### config.mk
export PLATFORM = sky130hd
export DESIGN_NAME = router_node_p
export DESIGN_NICKNAME = d
export VERILOG_FILES = /design/src/rtl/router_node_p.sv
export SDC_FILE = /design/constraint.sdc
export NUM_CORES = 1
export LEC_CHECK = 0
export CAP_MARGIN = 20
export CORE_ASPECT_RATIO = 1.75
export CORE_MARGIN = 1.5
export CORE_UTILIZATION = 50
export CTS_BUF_LIST = sky130_fd_sc_hd__clkbuf_2 sky130_fd_sc_hd__clkbuf_4 sky130_fd_sc_hd__clkbuf_8
export CTS_CLUSTER_DIAMETER = 100
export DETAILED_ROUTE_END_ITERATION = 10
export DONT_BUFFER_PORTS = 1
export HOLD_SLACK_MARGIN = 0.05
export PLACE_DENSITY = 0.73
export SLEW_MARGIN = 40
export SYNTH_ARGS = -nofsm -noshare
export SYNTH_HDL_FRONTEND = slang
export SYNTH_SLANG_ARGS = --single-unit
### constraint.sdc
create_clock -name clk -period 6.7 [get_ports clk]
set_input_delay 1.675 -clock clk [delete_from_list [all_inputs] [get_ports clk]]
set_output_delay 1.675 -clock clk [all_outputs]
set_load 0.05 [all_outputs]
### src/rtl/router_node_p.sv
// 5-port wormhole mesh router: per-input FIFOs, XY routing, per-output round-robin packet locking.
// Define ROUTER_STATS_EN to add saturating per-output flit counters on the flit_cnt port.

module router_node_p #(
    parameter int NODE_X     = 0,
    parameter int NODE_Y     = 0,
    parameter int COORD_W    = 4,
    parameter int LEN_W      = 8,
    parameter int DATA_W     = 16,
    parameter int FIFO_DEPTH = 4,
    parameter int CNT_W      = 16
) (
    input  logic                clk,
    input  logic                rst,
    input  logic [4:0]          in_valid,
    input  logic [5*DATA_W-1:0] in_data,
    output logic [4:0]          in_full,
    output logic [4:0]          out_valid,
    output logic [5*DATA_W-1:0] out_data,
    input  logic [4:0]          out_full
`ifdef ROUTER_STATS_EN
    ,
    output logic [5*CNT_W-1:0]  flit_cnt
`endif
);

    localparam int NP    = 5;
    localparam int PTR_W = $clog2(FIFO_DEPTH);
    localparam int DST_W = 2 * COORD_W;
    localparam logic [COORD_W-1:0] MY_X     = COORD_W'(NODE_X);
    localparam logic [COORD_W-1:0] MY_Y     = COORD_W'(NODE_Y);
    localparam logic [PTR_W:0]     FULL_CNT = (PTR_W+1)'(FIFO_DEPTH);
    localparam logic [2:0] P_N = 3'd0, P_S = 3'd1, P_E = 3'd2, P_W = 3'd3, P_L = 3'd4;

    typedef enum logic {IDLE = 1'b0, LOCKED = 1'b1} state_e;

    logic [DATA_W-1:0]  mem_q    [NP][FIFO_DEPTH];
    logic [PTR_W-1:0]   rd_ptr_q [NP];
    logic [PTR_W-1:0]   wr_ptr_q [NP];
    logic [PTR_W:0]     count_q  [NP];
    logic [NP-1:0]      push, pop, empty;
    logic [DATA_W-1:0]  head     [NP];
    logic [COORD_W-1:0] dest_x   [NP];
    logic [COORD_W-1:0] dest_y   [NP];
    logic [LEN_W-1:0]   eff_len  [NP];
    logic [2:0]         route    [NP];
    logic [DATA_W-1:0]  unused_head_bits;

    state_e             state_q [NP], state_d [NP];
    logic [LEN_W-1:0]   rem_q   [NP], rem_d   [NP];
    logic [NP-1:0]      lock_q, lock_d;
    logic [2:0]         owner_q [NP], owner_d [NP];
    logic [2:0]         rr_q    [NP], rr_d    [NP];
    logic [2:0]         src     [NP];
    logic [NP-1:0]      send, grant;

    // Head-flit decode: XY route and effective length (L=0 behaves as a single-flit packet).
    always_comb begin
        unused_head_bits = '0;
        for (int p = 0; p < NP; p++) begin
            empty[p]   = (count_q[p] == '0);
            in_full[p] = (count_q[p] == FULL_CNT);
            push[p]    = in_valid[p] && !in_full[p];
            head[p]    = mem_q[p][rd_ptr_q[p]];
            dest_x[p]  = head[p][DST_W-1:COORD_W];
            dest_y[p]  = head[p][COORD_W-1:0];
            eff_len[p] = (head[p][LEN_W+DST_W-1:DST_W] == '0) ? LEN_W'(1)
                                                              : head[p][LEN_W+DST_W-1:DST_W];
            if (dest_x[p] > MY_X)      route[p] = P_E;
            else if (dest_x[p] < MY_X) route[p] = P_W;
            else if (dest_y[p] > MY_Y) route[p] = P_N;
            else if (dest_y[p] < MY_Y) route[p] = P_S;
            else                       route[p] = P_L;
            unused_head_bits = unused_head_bits ^ head[p];
        end
    end

    // NOTE: every combinational output gets a default before any branch, so no latch is inferred.
    always_comb begin
        int idx;
        idx       = 0;
        send      = '0;
        grant     = '0;
        pop       = '0;
        out_valid = '0;
        out_data  = '0;
        for (int o = 0; o < NP; o++) begin
            src[o] = owner_q[o];
            if (lock_q[o]) begin
                send[o] = !empty[owner_q[o]] && !out_full[o];
            end else if (!out_full[o]) begin
                for (int k = 0; k < NP; k++) begin
                    idx = int'(rr_q[o]) + k;
                    if (idx >= NP) idx = idx - NP;
                    if (!grant[o] && state_q[idx] == IDLE && !empty[idx] && route[idx] == 3'(o)) begin
                        grant[o] = 1'b1;
                        src[o]   = 3'(idx);
                    end
                end
                send[o] = grant[o];
            end
            if (send[o]) begin
                pop[src[o]]                   = 1'b1;
                out_valid[o]                  = 1'b1;
                out_data[o*DATA_W +: DATA_W]  = head[src[o]];
            end
        end
    end

    always_comb begin
        lock_d = lock_q;
        for (int i = 0; i < NP; i++) begin
            state_d[i] = state_q[i];
            rem_d[i]   = rem_q[i];
            if (pop[i]) begin
                if (state_q[i] == IDLE) begin
                    if (eff_len[i] != LEN_W'(1)) begin
                        state_d[i] = LOCKED;
                        rem_d[i]   = eff_len[i] - LEN_W'(1);
                    end
                end else begin
                    rem_d[i] = rem_q[i] - LEN_W'(1);
                    if (rem_q[i] == LEN_W'(1)) state_d[i] = IDLE;
                end
            end
        end
        for (int o = 0; o < NP; o++) begin
            owner_d[o] = owner_q[o];
            rr_d[o]    = rr_q[o];
            if (grant[o]) begin
                rr_d[o] = (src[o] == 3'd4) ? 3'd0 : src[o] + 3'd1;
                if (eff_len[src[o]] != LEN_W'(1)) begin
                    lock_d[o]  = 1'b1;
                    owner_d[o] = src[o];
                end
            end else if (lock_q[o] && send[o] && rem_q[owner_q[o]] == LEN_W'(1)) begin
                lock_d[o] = 1'b0;
            end
        end
    end

    // NOTE: sequential state uses non-blocking assignments so every register samples pre-edge values.
    always_ff @(posedge clk or posedge rst) begin
        if (rst) begin
            lock_q <= '0;
            for (int p = 0; p < NP; p++) begin
                rd_ptr_q[p] <= '0;
                wr_ptr_q[p] <= '0;
                count_q[p]  <= '0;
                state_q[p]  <= IDLE;
                rem_q[p]    <= '0;
                owner_q[p]  <= '0;
                rr_q[p]     <= '0;
            end
        end else begin
            lock_q <= lock_d;
            for (int p = 0; p < NP; p++) begin
                if (push[p]) wr_ptr_q[p] <= wr_ptr_q[p] + PTR_W'(1);
                if (pop[p])  rd_ptr_q[p] <= rd_ptr_q[p] + PTR_W'(1);
                count_q[p] <= count_q[p] + (PTR_W+1)'(push[p]) - (PTR_W+1)'(pop[p]);
                state_q[p] <= state_d[p];
                rem_q[p]   <= rem_d[p];
                owner_q[p] <= owner_d[p];
                rr_q[p]    <= rr_d[p];
            end
        end
    end

    // NOTE: FIFO storage is not reset; emptiness is defined by the pointers and counts alone.
    always_ff @(posedge clk) begin
        for (int p = 0; p < NP; p++) begin
            if (push[p]) mem_q[p][wr_ptr_q[p]] <= in_data[p*DATA_W +: DATA_W];
        end
    end

`ifdef ROUTER_STATS_EN
    logic [CNT_W-1:0] cnt_q [NP];

    always_ff @(posedge clk or posedge rst) begin
        if (rst) begin
            for (int o = 0; o < NP; o++) cnt_q[o] <= '0;
        end else begin
            for (int o = 0; o < NP; o++) begin
                if (out_valid[o] && cnt_q[o] != '1) cnt_q[o] <= cnt_q[o] + CNT_W'(1);
            end
        end
    end

    always_comb begin
        flit_cnt = '0;
        for (int o = 0; o < NP; o++) flit_cnt[o*CNT_W +: CNT_W] = cnt_q[o];
    end
`else
    logic [CNT_W-1:0] unused_cnt_w;
    assign unused_cnt_w = '0;
`endif

endmodule

# Word level (Yosys, flattened, before mapping)
# Memories as Yosys holds them, arrays and structs flattened.
# Index checks and enable logic that the tools add are counted.
# classes
add_sub_neg	80
magnitude_cmp	135
n_eq_ne	55
n_mux	600
bitwise_logic	74
n_reduce_logical	200
# op_table
operator	count
$mux W32	75
$ge A32 B4 Y1 const B	25
$lt A32 B5 Y1 const B	25
$not A32 Y32	25
$mux W16	30
$mux W3	110
$mux W64	5
$mux W8	35
$bmux W16 S3	5
$bmux W8 S3	10
$mux W1	230
$bmux W3 S3	25
$bmux W1 S3	55
$bmux W16 S2	5
$demux W16 S2	5
$logic_and A1 B1 Y1	100
$sub A4 B3 Y5 const B	20
$eq A8 B1 Y1 const B	10
$ge A4 B3 Y1 const B	20
$ne A8 B1 Y1 const B	10
$sub A8 B1 Y8 const B	10
$logic_not A1 Y1	60
$eq A3 B3 Y1 const B	15
$ge A3 B3 Y1 const B	15
other kinds (27)	219
# totals
register_bits	115
ram_bits	320
in_bits	92
out_inout_bits	90
n_memories	1
# memory_table
name	depth	width	rd	rd_clocked_by_memory_dff	wr	line_no	source
mem_q	5	64	5	0	5	37	logic [DATA_W-1:0] mem_q [NP][FIFO_DEPTH];

# Depth between registers and ports, before layout
# logic_depth
word_depth	59
ltp_mapped	27

# Worst setup path before layout
# No wires, ideal clock.
# synth_timing
kind	reg-to-output
start	reg rr_q[6] (netlist name)
end	out out_data[34]
arrival_ns	5.197
required_time_ns	5.025
path_slack_ns	-0.172
stages_incl_launch_ff	21
path_buffers	4
path_cell_list	dfrtp_1 clkbuf_1 inv_1 ha_1 inv_1 ha_1 clkbuf_1 o31a_1 o22ai_1 nor3_1 a21o_1 a311oi_1 and2_1 nand4_1 a41oi_2 clkbuf_1 buf_1 mux2i_1 nand2_1 o21ai_0 a21oi_1
# synth_between
elab_chain_cells	47
elab_cells_between_ends	139
classes_between	9 x add/sub; 5 x order compare; 5 x eq/ne; 86 x mux; 11 x bitwise; 23 x reduce/logical
# synth_rtl
item	line_no	source
from (decl)	53	logic [2:0] rr_q [NP], rr_d [NP];
from (signal, indexed assignment)	164	rr_q[p] <= rr_d[p];
branches (longest 46 deep; another with $sub A3 B3 Y4)	--	
$mux W16 (*)	102	if (send[o]) begin
to (decl)	19	output logic [5*DATA_W-1:0] out_data,
# Every way passes the cells marked *. The select of a mux whose other input is x is not followed.

# Worst setup path in the final report
# layout_timing
start	reg rd_ptr_q[6] (netlist name)
end	out out_data[12]
# layout_between
elab_chain_cells	50
elab_cells_between_ends	76
classes_between	4 x order compare; 48 x mux; 2 x bitwise; 22 x reduce/logical
# layout_rtl
item	line_no	source
from (decl)	38	logic [PTR_W-1:0] rd_ptr_q [NP];
from (signal, indexed assignment)	159	if (pop[p]) rd_ptr_q[p] <= rd_ptr_q[p] + PTR_W'(1);
$not A2 Y3 (implied by the code) (*)	64	head[p] = mem_q[p][rd_ptr_q[p]];
$bmux W16 S2 (*)	64	
$mux W16 (implied by the code) (*) (2 in series)	64	
$lt A4 B1 Y1	72	else if (dest_y[p] < MY_Y) route[p] = P_S;
$mux W3	72	
$mux W3	71	else if (dest_y[p] > MY_Y) route[p] = P_N;
$mux W3	70	else if (dest_x[p] < MY_X) route[p] = P_W;
$mux W3	69	if (dest_x[p] > MY_X) route[p] = P_E;
[30 not listed]	--	
$logic_and A1 B1 Y1 (3 in series)	95	if (!grant[o] && state_q[idx] == IDLE && !empty[idx] && route[idx] == 3'(o)) begin
$mux W3	95	
$mux W3	91	end else if (!out_full[o]) begin
$mux W3	89	if (lock_q[o]) begin
$not A3 Y4 (implied by the code)	105	out_data[o*DATA_W +: DATA_W] = head[src[o]];
$bmux W16 S3	105	
$mux W16 (implied by the code) (2 in series)	105	
$mux W16 (*)	102	
# Mark *: on every way between the ends. The rest lies on a longest branch, timed or not. The select of a mux whose other input is x is not followed.

==> results by group <==
Yosys
  – Area contributors post-synth: edfxtp_1 (39%), dfrtp_1 (10%), mux4_2 (7.8%)
  – Top cells by count, synth: edfxtp_1 (320), nand2_1 (180), a21oi_1 (148), dfrtp_1 (101), nor2_1 (101)
  – EDFF count, synth: 320
  – Synthesis Warnings: 0
  – Largest area contributor in the netlist: edfxtp_1
  – Synth Instances: 2,164
  – Seq cells post-synth: about 420
  – Seq/Total Area, Yosys: 48.9%
  – Post-synth top flop: edfxtp_1
  – Post-synth cell types: 110
  – Syn avg cell area: 11.5 um^2
  – Post-Syn Area: 24,800 um^2
  – Top-count cell post-synth: edfxtp_1
  – Fraction of registers with async set/reset: 24.0%
  – Synth top area share: 38.7%

Clock tree
  – Max clock buf depth: 3
  – CTS H-tree depth: 2
  – CTS Buf Count: 54
  – CTS tree: built
  – CTS clk-pin slew, worst paths: 0.07 ns
  – Clock root buffer: clkbuf_8
  – CTS sink count: 421
  – Worst-Skew Late Latency: 0.66 ns

Floorplanning
  – Die area: 51,100 um^2
  – Initial Util: 50.8%
  – Die height: 298 um
  – CORE AREA: 48,900 um^2
  – Row cnt: about 110
  – Die X: about 170 um
  – Ports: 182

STA
  – Relative slew slack: about 41%
  – Final critical-path share of the clock period: 102%
  – Fmax: 146 MHz
  – RSZ-0062 raised after global routing: true
  – Min cycle time layout: 6.84 ns
  – Final Skew: 0.0530 ns
  – Worst setup slack after layout: -0.138 ns
  – Hold Vio Cnt, Final: 0
  – Max Slew Vio Count: 0
  – Worst Tran Pin Value: approximately 0.89 ns
  – Endpoints failing setup: 25

GRT
  – First-pass GRT wire length: 120 mm
  – Gr usage total: 31.8%
  – Number of global-route vias before repair: 19,900
  – Total congestion overflow: 0
  – Initial antenna violation count: 1
  – Largest net degree at the start of global routing: 54

Min path
  – HP Class: register to register

Setup path
  – CP Max Fanout: 6
  – Startpoint types: register
  – Req. time, crit path: 5.03 ns
  – Worst Path Arrival: 5.16 ns
  – Crit path capture type: primary output
  – Setup CP Type: register to primary output

Drt
  – DRT iter0 DRCs: 1,638
  – Drt wl/cell: approximately 26 um
  – DRT Pass-1 Iters: 5
  – Via count: 20,000
  – Drc violations: 0
  – Antenna Nets Post-Route: 0
  – DR vias/cell: 6.30
  – Total Wirelength: 81.8 mm

Finish
  – Final Util: 64.1%
  – Area Overhead vs Synth: 26.1%
  – Layout cells sized above 1: 34.4%
  – # nets final: between 2,000 and 3,000

Placed design
  – DP HPWL: 59.4 mm
  – Global placer's final weighted congestion: 1.04
  – Place WS: -0.00283 ns
  – Port-buffer cells: 0

Flow run
  – Max Cap Violations: 0

Outcome
  – Status: complete, but fails checks
  – Failing checks: setup timing
## worst max-delay path, cell delays in order (launching register included)
cell	delay, ns
dfrtp_2	0.42
buf_12	0.14
mux4_2	0.52
or4_4	0.68
a41oi_2	0.22
o211ai_1	0.15
and3_4	0.22
or3_4	0.42
nor4b_4	0.37
o31a_4	0.28
mux2i_1	0.20
buf_4	0.18
nor3_2	0.04
a311o_1	0.32
and2_4	0.18
buf_12	0.14
## kinds of logic after synthesis
logic type | share of synthesized area, %
and+or+nand+nor | 13.6
other | 0.0151
xor gates and xnor gates | 2.47
adders and majority gates | 5.04
buffers and inverters | 4.57
DFF | 48.9
muxes | 11.7
AOI/OAI and AO/OA | 13.8
## layer usage
metal  track usage, %  share of wire (%)  vias to the layer above
li1                 -                  -                     8796
met1             33.8                 33                     9841
met2             54.7                 51                      977
met3             5.27                6.5                      345
met4             25.8                9.3                        0
met5                0                  0                        -
## placed cells by master, fill, tap and decap left out, types with 16 or more instances in the layout
master / Yosys / routed
edfxtp_1: 320 / 320
buf_4: 38 / 226
nand2_1: 180 / 165
a21oi_1: 148 / 94
dfrtp_1: 101 / 93
inv_1: 93 / 88
nor2_1: 101 / 88
ha_1: 92 / 87
mux4_2: 86 / 86
nand3_1: 91 / 81
o21ai_0: 98 / 76
buf_6: 9 / 65
clkbuf_8: 0 / 58
mux2i_1: 62 / 56
a21oi_2: 4 / 47
nor3_1: 54 / 45
buf_12: 0 / 45
o22ai_1: 47 / 43
xnor2_1: 44 / 42
conb_1: 1 / 34
xor2_1: 26 / 25
mux2_2: 26 / 23
o211ai_1: 20 / 20
o21ai_1: 8 / 19
nor2b_1: 23 / 18
a31oi_1: 22 / 17
nand2b_1: 19 / 16
## final timing paths
| check | startpoint | depth (start not counted) | to | slack (ns) |
|---|---|---|---|---|
| worst max-delay path | rd_ptr_q[6] | 15 | out_data[12] | -0.14 |
| worst min-delay path | count_q[2] | 1 | count_q[2] | 0.50 |
| worst max register to register | rd_ptr_q[6] | 21 | count_q[5] | 0.83 |
| worst min register to register | count_q[2] | 1 | count_q[2] | 0.50 |
| max in group asynchronous | rst | 2 | rd_ptr_q[1] | 4.58 |
| min in group asynchronous | rst | 1 | count_q[10] | 0.99 |
## final cells by class
cell class / count / area [um^2]
Clock buffer: 69 / 881
Timing Repair Buffer: 347 / 3600
Multi-Input combinational cell: 1539 / 13100
Fill cell: 3641 / 17500
Tap cell: 654 / 818
Clock inverter: 33 / 305
Inverter: 101 / 403
Antenna cell: 1 / 2.50
Timing Repair inverter: 1 / 16.3
Sequential cell: 421 / 12100
## flip-flops by register name, summed over array words and instances (netlist names)
name	cells
rr_q	9
rd_ptr_q	10
count_q	15
state_q	5
owner_q	9
mem_q	320
wr_ptr_q	10
rem_q	40
lock_q	3
## timing repair
action | CTS | global route
hold buffers | 0 | 0
setup buffers | 78 | 49
pin swaps | 53 | 64
gates resized for setup | 209 | 177
setup endpoints to repair | 48 | 48
cloned | 10 | 2
## per-stage QoR
step                hold slack [ns]  TNS (ns)  area (um^2)  instances
global placement              0.465  -0.00180        27100       2924
finish                        0.504     -1.29        31300       3166
detailed placement            0.487  -0.00468        27200       2924
floorplan                     0.452         0        25000       2197
global route                  0.520     -6.02        31300       3166
CTS                           0.505    -0.804        30000       3114
Power is not shown: default switching activity piles up to over one toggle a cycle in this logic, so the estimate is an artifact.
